===== config.mk =====
export PLATFORM = sky130hd
export DESIGN_NAME = writeback_stage_flat
export DESIGN_NICKNAME = d
export VERILOG_FILES = /design/src/rtl/writeback_stage_if.sv /design/src/rtl/writeback_stage.sv /design/src/flat_wrapper.sv
export SDC_FILE = /design/constraint.sdc
export NUM_CORES = 1
export LEC_CHECK = 0
export ABC_AREA = 1
export BUFFER_PORTS_ARGS = -buffer_cell sky130_fd_sc_hd__buf_2
export CAP_MARGIN = 5
export CORE_UTILIZATION = 54
export DETAILED_ROUTE_END_ITERATION = 7
export PLACE_DENSITY = 0.92
export SYNTH_ARGS = -nofsm -noshare
export SYNTH_HDL_FRONTEND = slang
export SYNTH_SLANG_ARGS = --single-unit

===== constraint.sdc =====
create_clock -name clk -period 4.17 [get_ports clk]
set_clock_uncertainty 0.05 [all_clocks]
set_input_delay 0.417 -clock clk [delete_from_list [all_inputs] [get_ports clk]]
set_output_delay 0.417 -clock clk [all_outputs]
set_load 0.02 [all_outputs]

===== src/rtl/writeback_stage_if.sv =====
// MEM -> WB retiring-instruction handshake bundle.
// master: MEM stage (producer); slave: writeback stage (consumer).
interface writeback_stage_if #(
  parameter int unsigned XLEN = 32
);
  logic            in_valid;
  logic            in_ready;
  logic [4:0]      in_rd;
  logic            in_ld_regfile;
  logic [2:0]      in_regfilemux_sel;
  logic [2:0]      in_funct3;
  logic [XLEN-1:0] in_alu_out;
  logic            in_br_en;
  logic [XLEN-1:0] in_u_imm;
  logic [XLEN-1:0] in_pc;

  modport master (
    output in_valid, in_rd, in_ld_regfile, in_regfilemux_sel, in_funct3,
           in_alu_out, in_br_en, in_u_imm, in_pc,
    input  in_ready
  );

  modport slave (
    input  in_valid, in_rd, in_ld_regfile, in_regfilemux_sel, in_funct3,
           in_alu_out, in_br_en, in_u_imm, in_pc,
    output in_ready
  );
endinterface


===== src/rtl/writeback_stage.sv =====
// rv32i WB stage: waits for load data, aligns/extends it, drives the regfile write port.
// Optional retire counter on instret when WB_RETIRE_CNT_EN is defined (tied to 0 otherwise).
module writeback_stage #(
  parameter int unsigned XLEN  = 32,
  parameter int unsigned CNT_W = 64
) (
  input  logic               clk,
  input  logic               rst,
  writeback_stage_if.slave   mem_wb,
  input  logic               dmem_resp,
  input  logic [XLEN-1:0]    dmem_rdata,
  output logic               ld_regfile,
  output logic [4:0]         rd,
  output logic [XLEN-1:0]    rd_data,
  output logic               retire,
  output logic [CNT_W-1:0]   instret
);

  typedef enum logic {IDLE, WAIT_MEM} state_t;

  state_t state, next_state;

  logic       hold_ld;
  logic [4:0] hold_rd;
  logic [2:0] hold_funct3;
  logic [1:0] hold_off;

  logic            accept, is_load, complete, capture;
  logic            c_ld;
  logic [4:0]      c_rd;
  logic [XLEN-1:0] c_data;

  function automatic logic [XLEN-1:0] load_ext(input logic [2:0] f3,
                                                input logic [1:0] off,
                                                input logic [XLEN-1:0] w);
    logic [7:0]  b;
    logic [15:0] h;
    case (off)
      2'd0:    b = w[7:0];
      2'd1:    b = w[15:8];
      2'd2:    b = w[23:16];
      default: b = w[31:24];
    endcase
    h = off[1] ? w[31:16] : w[15:0];
    case (f3)
      3'b000:  load_ext = {{(XLEN-8){b[7]}}, b};
      3'b100:  load_ext = {{(XLEN-8){1'b0}}, b};
      3'b001:  load_ext = {{(XLEN-16){h[15]}}, h};
      3'b101:  load_ext = {{(XLEN-16){1'b0}}, h};
      default: load_ext = w;
    endcase
  endfunction

  assign mem_wb.in_ready = (state == IDLE);
  assign accept  = mem_wb.in_valid && (state == IDLE);
  assign is_load = (mem_wb.in_regfilemux_sel == 3'd3);

  always_ff @(posedge clk or posedge rst) begin
    if (rst) state <= IDLE;
    else     state <= next_state;
  end

  always_comb begin
    next_state = state;
    case (state)
      IDLE:     if (accept && is_load && !dmem_resp) next_state = WAIT_MEM;
      WAIT_MEM: if (dmem_resp) next_state = IDLE;
      default:  next_state = IDLE;
    endcase
  end

  always_comb begin
    complete = 1'b0;
    capture  = 1'b0;
    c_ld     = 1'b0;
    c_rd     = '0;
    c_data   = '0;
    case (state)
      IDLE: begin
        if (accept) begin
          complete = !is_load || dmem_resp;
          capture  = is_load && !dmem_resp;
          c_ld     = mem_wb.in_ld_regfile;
          c_rd     = mem_wb.in_rd;
          case (mem_wb.in_regfilemux_sel)
            3'd1:    c_data = {{(XLEN-1){1'b0}}, mem_wb.in_br_en};
            3'd2:    c_data = mem_wb.in_u_imm;
            3'd3:    c_data = load_ext(mem_wb.in_funct3, mem_wb.in_alu_out[1:0], dmem_rdata);
            3'd4:    c_data = mem_wb.in_pc + XLEN'(4);
            default: c_data = mem_wb.in_alu_out;
          endcase
        end
      end
      WAIT_MEM: begin
        complete = dmem_resp;
        c_ld     = hold_ld;
        c_rd     = hold_rd;
        c_data   = load_ext(hold_funct3, hold_off, dmem_rdata);
      end
      default: ;
    endcase
  end

  always_ff @(posedge clk or posedge rst) begin
    if (rst) begin
      ld_regfile  <= 1'b0;
      retire      <= 1'b0;
      rd          <= '0;
      rd_data     <= '0;
      hold_ld     <= 1'b0;
      hold_rd     <= '0;
      hold_funct3 <= '0;
      hold_off    <= '0;
    end else begin
      ld_regfile <= complete && c_ld && (c_rd != 5'd0);
      retire     <= complete;
      // rd/rd_data keep their last written values between completions
      if (complete) begin
        rd      <= c_rd;
        rd_data <= c_data;
      end
      if (capture) begin
        hold_ld     <= mem_wb.in_ld_regfile;
        hold_rd     <= mem_wb.in_rd;
        hold_funct3 <= mem_wb.in_funct3;
        hold_off    <= mem_wb.in_alu_out[1:0];
      end
    end
  end

`ifdef WB_RETIRE_CNT_EN
  always_ff @(posedge clk or posedge rst) begin
    if (rst)           instret <= '0;
    else if (complete) instret <= instret + 1'b1;
  end
`else
  assign instret = '0;
`endif

endmodule


===== src/flat_wrapper.sv =====
// flat-port wrapper written by rule: the top's interface ports become plain ports
module writeback_stage_flat 
#(
  parameter int unsigned XLEN  = 32,
  parameter int unsigned CNT_W = 64
)
  (clk, rst, dmem_resp, dmem_rdata, ld_regfile, rd, rd_data, retire, instret, mem_wb_in_valid, mem_wb_in_rd, mem_wb_in_ld_regfile, mem_wb_in_regfilemux_sel, mem_wb_in_funct3, mem_wb_in_alu_out, mem_wb_in_br_en, mem_wb_in_u_imm, mem_wb_in_pc, mem_wb_in_ready);
  writeback_stage_if #(.XLEN(XLEN)) mem_wb_i ();
  input  logic clk;
  input  logic rst;
  input  logic dmem_resp;
  input  logic [XLEN-1:0] dmem_rdata;
  output logic ld_regfile;
  output logic [4:0] rd;
  output logic [XLEN-1:0] rd_data;
  output logic retire;
  output logic [CNT_W-1:0] instret;
  input wire logic [$bits(mem_wb_i.in_valid)-1:0] mem_wb_in_valid;
  input wire logic [$bits(mem_wb_i.in_rd)-1:0] mem_wb_in_rd;
  input wire logic [$bits(mem_wb_i.in_ld_regfile)-1:0] mem_wb_in_ld_regfile;
  input wire logic [$bits(mem_wb_i.in_regfilemux_sel)-1:0] mem_wb_in_regfilemux_sel;
  input wire logic [$bits(mem_wb_i.in_funct3)-1:0] mem_wb_in_funct3;
  input wire logic [$bits(mem_wb_i.in_alu_out)-1:0] mem_wb_in_alu_out;
  input wire logic [$bits(mem_wb_i.in_br_en)-1:0] mem_wb_in_br_en;
  input wire logic [$bits(mem_wb_i.in_u_imm)-1:0] mem_wb_in_u_imm;
  input wire logic [$bits(mem_wb_i.in_pc)-1:0] mem_wb_in_pc;
  output wire logic [$bits(mem_wb_i.in_ready)-1:0] mem_wb_in_ready;
  assign mem_wb_i.in_valid = mem_wb_in_valid;
  assign mem_wb_i.in_rd = mem_wb_in_rd;
  assign mem_wb_i.in_ld_regfile = mem_wb_in_ld_regfile;
  assign mem_wb_i.in_regfilemux_sel = mem_wb_in_regfilemux_sel;
  assign mem_wb_i.in_funct3 = mem_wb_in_funct3;
  assign mem_wb_i.in_alu_out = mem_wb_in_alu_out;
  assign mem_wb_i.in_br_en = mem_wb_in_br_en;
  assign mem_wb_i.in_u_imm = mem_wb_in_u_imm;
  assign mem_wb_i.in_pc = mem_wb_in_pc;
  assign mem_wb_in_ready = mem_wb_i.in_ready;
  writeback_stage #(.XLEN(XLEN), .CNT_W(CNT_W)) u_core (.clk(clk), .rst(rst), .mem_wb(mem_wb_i), .dmem_resp(dmem_resp), .dmem_rdata(dmem_rdata), .ld_regfile(ld_regfile), .rd(rd), .rd_data(rd_data), .retire(retire), .instret(instret));
endmodule

==> qor.txt, run 1 <==
=================================================================================
Outcome                                                                 completed
Required time of the critical path                                        4.37 ns
Combined global-route utilization of all metal layers                       38.7%
Half-perimeter wire length after placement                               17200 um
Fraction of final layout cells with drive strength greater than 1           21.9%
Clock Latency Late Sink                                                   0.32 ns
Fraction of synthesis flops using an asynchronous set or reset pin           100%
Summed instance area of the synthesized netlist                      0.00587 sq mm
DRT Pass-1 Iters                                                                6
Final antenna-violating net count                                               0
Area fraction of the dominant cell type after synthesis                     21.7%
Number of buffers inserted by port buffering                                  184
Least-Margin Pin Slew                                                     1.19 ns
Starting density of the core                                                56.3%
Placed Instances                                                             1271
Number of register bits inferred by synthesis                                  51
Total power density per cell area                                     295 mW/mm^2
TritonCTS clock tree                                                         done
Post-Synthesis Mean Instance Area                                      5.91 sq um
Nets                                                                         1288
Number of core rows                                                            37
Critical path capture point type                                             flop
Max clock buf depth                                                             2
Number of maximum-capacitance constraint violations                             0
Clock root buffer                                                        clkbuf_8
Synth-to-Final Area Change                                                  12.4%
Die area                                                             0.0113 sq mm
Setup TNS after final layout                                                 0 ns
Final std cells w/o fill                                                     1281
Area inside the core boundary                                        0.0104 sq mm
Leak pwr                                                                  3.44 nW
Pin count of the biggest net entering global routing                           52
Die extent in x                                                            106 um
Clock-pin slew on the worst setup and hold paths                          0.10 ns
Peak ir drop on the vdd network                                          0.178 mV
R2R setup slack                                                           1.41 ns
Number of top-level pins                                                      249
Post-route standard cell area excluding fillers                      0.00660 sq mm
Final number of max-transition violations                                       0
Grt total ovfl                                                                  0
Via count of the first global-routing pass                                   6593
Highest clock frequency the design can meet                             0.362 GHz
Resized Gates After CTS                                                         0
Launching element type of the critical path                                  flop
Height of the die                                                          106 um
Number of buffers inserted during clock tree synthesis                          5
Fillers                                                                      1063
Portion of the post-synthesis area used by sequential elements              21.7%
Max H-tree Level                                                                2
Count of endpoints failing hold in the final timing report                      0
Min-Delay Path Class                                                    in -> reg
Distinct cells, synth                                                          44
Post-route fraction of the period consumed by the critical path             66.2%
Total DRC errors in the routed layout                                           0
Vias                                                                         7254
Top fanout value on the critical path                                          40
Yosys top cell by area                                                    dfrtp_1
Final weighted congestion in routability-driven placement                    1.00
Largest cells by area after synthesis                                dfrtp_1 22%, nand2_1 18%, a21oi_1 9.8%, buf_4 9.2%, nor2_1 7.2%
Shortest period the worst path allows                                     2.76 ns
Total wirelength of the detailed-routed design                           21800 um
Total of warnings raised by yosys                                               0
Endpoints failing setup                                                         0
First-pass GRT wire length                                               33600 um
Initial drt markers                                                           689
Number of antenna violations at the first check in global routing               2
Max-slew headroom                                                           20.3%
Mean routed wirelength per cell                                           17.0 um
Flip-flop cell with the highest count after synthesis                     dfrtp_1
Post-detailed-placement cell area                                    0.00648 sq mm
Hold-fix buffers, CTS                                                           0
CP Data Arrival Time                                                      2.96 ns
Gate count after technology mapping                                           993
Post-CTS repair timing setup buffer count                                       0
EDFF count, synth                                                               0
# clock sinks                                                                  51
Unrepaired setup endpoints after global routing                             false
Via density per instance                                                     5.66
Worst Setup Path Type                                                  reg -> reg
=================================================================================
## metrics by stage
stage	total power, mW	hold WS (ns)	utilization, %	setup slack, ns
floorplan	1.33	0.451	-	2.47
global placement	1.55	0.425	62.2	1.47
detailed placement	1.57	0.424	62.2	1.34
CTS	1.92	0.251	63.3	1.46
global route	2.06	0.254	63.3	1.15
finish	1.95	0.269	63.3	1.41
## critical path: stages (launching register included)
cell and delay (ns):
dfrtp_1 0.37, buf_4 0.21, inv_2 0.29, nand2_1 0.21, o21ai_1 0.15, nand2_2 0.42, inv_2 0.68, nor2_1 0.14
a21oi_2 0.14
## state kept, by name (all words and copies together), names as in the netlist
name,flops
u_core.rd_data,32
u_core.hold_rd,5
u_core.rd,5
u_core.hold_funct3,3
u_core.hold_off,2
u_core.hold_ld,1
u_core.ld_regfile,1
u_core.retire,1
u_core.state,1
## layout make-up
class	instances	area (sq um)	share of cell area [%]
Tap cell	136	170	2.58
Clock buffer	5	68.8	1.04
Multi-Input combinational cell	807	3730	56.6
Sequential cell	51	1280	19.3
Clock inverter	3	46.3	0.702
Inverter	90	353	5.35
Timing Repair Buffer	187	943	14.3
Antenna cell	2	5.00	0.0759
## cells in the mapped netlist (all sizes together), types with 7 or more instances
cell type  instances
a21oi            124
nand3             75
or2                7
buf               98
nand4             12
o21ai             75
nor2             122
clkbuf            10
o211ai            14
dfrtp             51
nand2            288
inv               90
## final timing paths
kind,start,endpoint,cells after the start
max reg2reg,u_core.state,u_core.rd_data[17],8
min reg2reg,u_core.rd[1],u_core.rd[1],2
min in group asynchronous,rst,u_core.ld_regfile,2
min,dmem_resp,u_core.state,2
max in group asynchronous,rst,u_core.rd_data[30],2
max,u_core.state,u_core.rd_data[17],8
## layout by cell type, fill, tap and decap left out, drive strengths merged, types with 14 or more instances in the layout
cell    synthesis  layout
nand2         288     288
a21oi         124     124
dfrtp          51      51
inv            90      91
o211ai         14      14
nor2          122     122
conb            1      64
nand3          75      75
buf            98     187
o21ai          75      75
## report_power, final
| group | switching (mW) | total [mW] | internal, mW |
|---|---|---|---|
| logic | 0.616 | 0.899 | 0.282 |
| registers | 0.0992 | 0.682 | 0.582 |
| clock network | 0.184 | 0.365 | 0.181 |
## cell families after synthesis
logic type | count (synthesis) | synth area share, %
flops | 51 | 21.7
buf+inv | 198 | 18.7
fa+ha+maj | 1 | 0.213
simple gates | 513 | 37.7
compound gates | 228 | 21.4
other cells | 1 | 0.0639
xor+xnor | 1 | 0.149
## layer usage
metal,part of all wire (%),global-route usage (%),vias up
met3,10,5.95,105
met4,6.3,22.5,0
li1,-,-,3398
met5,0,0,-
met2,46,62.0,510
met1,38,49.3,3241
Note: power is estimated with default switching activity, not from simulation.
==> inputs of run 2 (changes only) <==
CORE_UTILIZATION = 45   (was 54)
PLACE_DENSITY = 0.82   (was 0.92)
clock period = 2.4 ns   (was 4.17 ns; I/O delays follow)
==> qor.txt, run 2 (synthesized netlist as in run 1, its figures left out) <==
================================================================================
Outcome                                                                completed
Antenna diode count                                                            0
Number of maximum-capacitance constraint violations                            0
Peak ir drop on the vdd network                                         0.275 mV
Die extent in x                                                           116 um
Via count of the first global-routing pass                                  6669
Max-slew headroom                                                          56.1%
Post-route fraction of the period consumed by the critical path            80.7%
Vias                                                                        7195
Beginning of the worst register-to-register path                    u_core.hold_funct3[0]
Top fanout value on the critical path                                         24
Number of top-level pins                                                     249
Fillers                                                                     1381
Max H-tree Level                                                               2
Endpoints failing setup                                                        0
Combined global-route utilization of all metal layers                      34.2%
First-pass GRT wire length                                              34800 um
Part of the total power dissipated in combinational logic                  46.0%
Clock root buffer                                                      clkbuf_16
Least-Margin Pin Slew                                                   0.657 ns
Via density per instance                                                    5.43
Nets                                                                        1298
Number of buffers inserted during clock tree synthesis                         5
Half-perimeter wire length after placement                              18300 um
Leak pwr                                                                 3.51 nW
Final antenna-violating net count                                              0
Pin count of the biggest net entering global routing                          40
# clock sinks                                                                 51
Resized Gates After CTS                                                        0
Switching share of power                                                   44.1%
Cell Int Power                                                           2.02 mW
Starting density of the core                                               46.3%
Launching element type of the critical path                                 flop
Highest clock frequency the design can meet                            0.517 GHz
Total power density per cell area                                    532 mW/mm^2
Total DRC errors in the routed layout                                          0
Largest register FFs                                                          32
Worst Reg-to-Reg Cells                                                         7
Crit path to                                                        u_core.rd_data[31]
Height of the die                                                         116 um
Worst setup path startpoint                                         u_core.hold_funct3[0]
Register with the most flip-flops                                   u_core.rd_data
Largest registers                                                   u_core.rd_data: 32 flops, u_core.hold_rd: 5 flops, u_core.rd: 5 flops
Count of endpoints failing hold in the final timing report                     0
Relative contribution of sequential cells to total power                   31.3%
Area inside the core boundary                                       0.0127 sq mm
Min-Delay Path Class                                                   in -> reg
R2R setup slack                                                          0.46 ns
RR Endpoint                                                         u_core.rd_data[31]
Synth-to-Final Area Change                                                 15.6%
TritonCTS clock tree                                                        done
Final number of max-transition violations                                      0
Fraction of final layout cells with drive strength greater than 1          22.5%
Top library cells by usage in the layout, fill and taps aside       280 x nand2_1, 184 x buf_2, 115 x a21oi_1
Number of core rows                                                           41
Grt total ovfl                                                                 0
Worst Setup Path Type                                                 reg -> reg
CP Data Arrival Time                                                     2.10 ns
Relative contribution of the clock network to total power                  22.6%
Worst-case hold slack                                                   0.117 ns
Clock Latency Late Sink                                                  0.29 ns
Critical path capture point type                                            flop
Total wirelength of the detailed-routed design                          23100 um
Required time of the critical path                                       2.57 ns
DRT Pass-1 Iters                                                               6
Commonest non-fill, non-tap cell in the layout                           nand2_1
P_sw                                                                     1.59 mW
Number of antenna violations at the first check in global routing              0
Final weighted congestion in routability-driven placement                  0.960
Shortest period the worst path allows                                    1.94 ns
Unrepaired setup endpoints after global routing                            false
Die area                                                            0.0135 sq mm
Mean routed wirelength per cell                                          17.4 um
Max clock buf depth                                                            2
Clock-pin slew on the worst setup and hold paths                         0.07 ns
Number of buffers inserted by port buffering                                 184
Initial drt markers                                                          645
Setup TNS after final layout                                                0 ns
================================================================================
[run 2: routing by layer]
layer	share of wire (%)	wire, um	vias up	global-route usage [%]
li1	-	-	3419	-
met4	5.3	1220	0	17.4
met5	0	0	-	0
met2	46	10700	457	57.1
met3	8.0	1850	70	4.57
met1	40	9280	3249	43.3
[run 2: critical path, cell delays in order (launching register included)]
cell and delay [ns]:
dfrtp_1 0.52, inv_2 0.18, nand2_1 0.10, nor2_2 0.13, nand4_4 0.35, o211ai_1 0.26, a21oi_1 0.11, a21oi_1 0.15
[run 2: repair_timing]
item / in CTS / in global routing
endpoints found under the hold margin: 25 / 0
hold buffers: 1 / 0
buffers inserted: 0 / 0
[run 2: power by group through the flow]
stage	clock network (mW)	registers, mW	logic (mW)
after floorplan	0	1.24	1.08
after global placement	0	1.15	1.61
after detailed placement	0	1.14	1.63
after CTS	0.826	1.13	1.63
after global routing	0.867	1.15	1.81
final	0.818	1.13	1.66
[run 2: worst min-delay path by stage]
| stage | startpoint | end | slack, ns | cells past startpoint |
|---|---|---|---|---|
| 2_1_floorplan | dmem_resp | u_core.state | 0.29 | 1 |
| 3_3_place_gp | rst | u_core.rd_data[6] | 0.28 | 2 |
| 3_5_place_dp | rst | u_core.rd_data[6] | 0.30 | 2 |
| 4_1_cts | dmem_resp | u_core.state | 0.11 | 2 |
| 5_1_grt | dmem_resp | u_core.state | 0.11 | 2 |
| 6_report | dmem_resp | u_core.state | 0.12 | 2 |
[run 2: metrics by stage]
stage / utilization [%] / power (mW) / area (sq um) / worst slack, ns / std cells
4_1_cts: 53.5 / 3.59 / 6780 / 0.498 / 1325
3_5_place_dp: 52.1 / 2.77 / 6600 / 0.419 / 1316
3_3_place_gp: 52.1 / 2.76 / 6600 / 0.427 / 1316
6_report: 53.5 / 3.61 / 6780 / 0.464 / 1325
2_1_floorplan: - / 2.31 / 6100 / 0.880 / 1056
5_1_grt: 53.5 / 3.83 / 6780 / 0.307 / 1325
[run 2: cell type report]
cell class / instances / area [sq um] / share of cell area [%]
Multi-Input combinational cell: 807 / 3730 / 55.0
Clock inverter: 3 / 46.3 / 0.683
Sequential cell: 51 / 1280 / 18.8
Inverter: 90 / 353 / 5.20
Timing Repair Buffer: 197 / 1030 / 15.2
Tap cell: 172 / 215 / 3.17
Clock buffer: 5 / 125 / 1.84
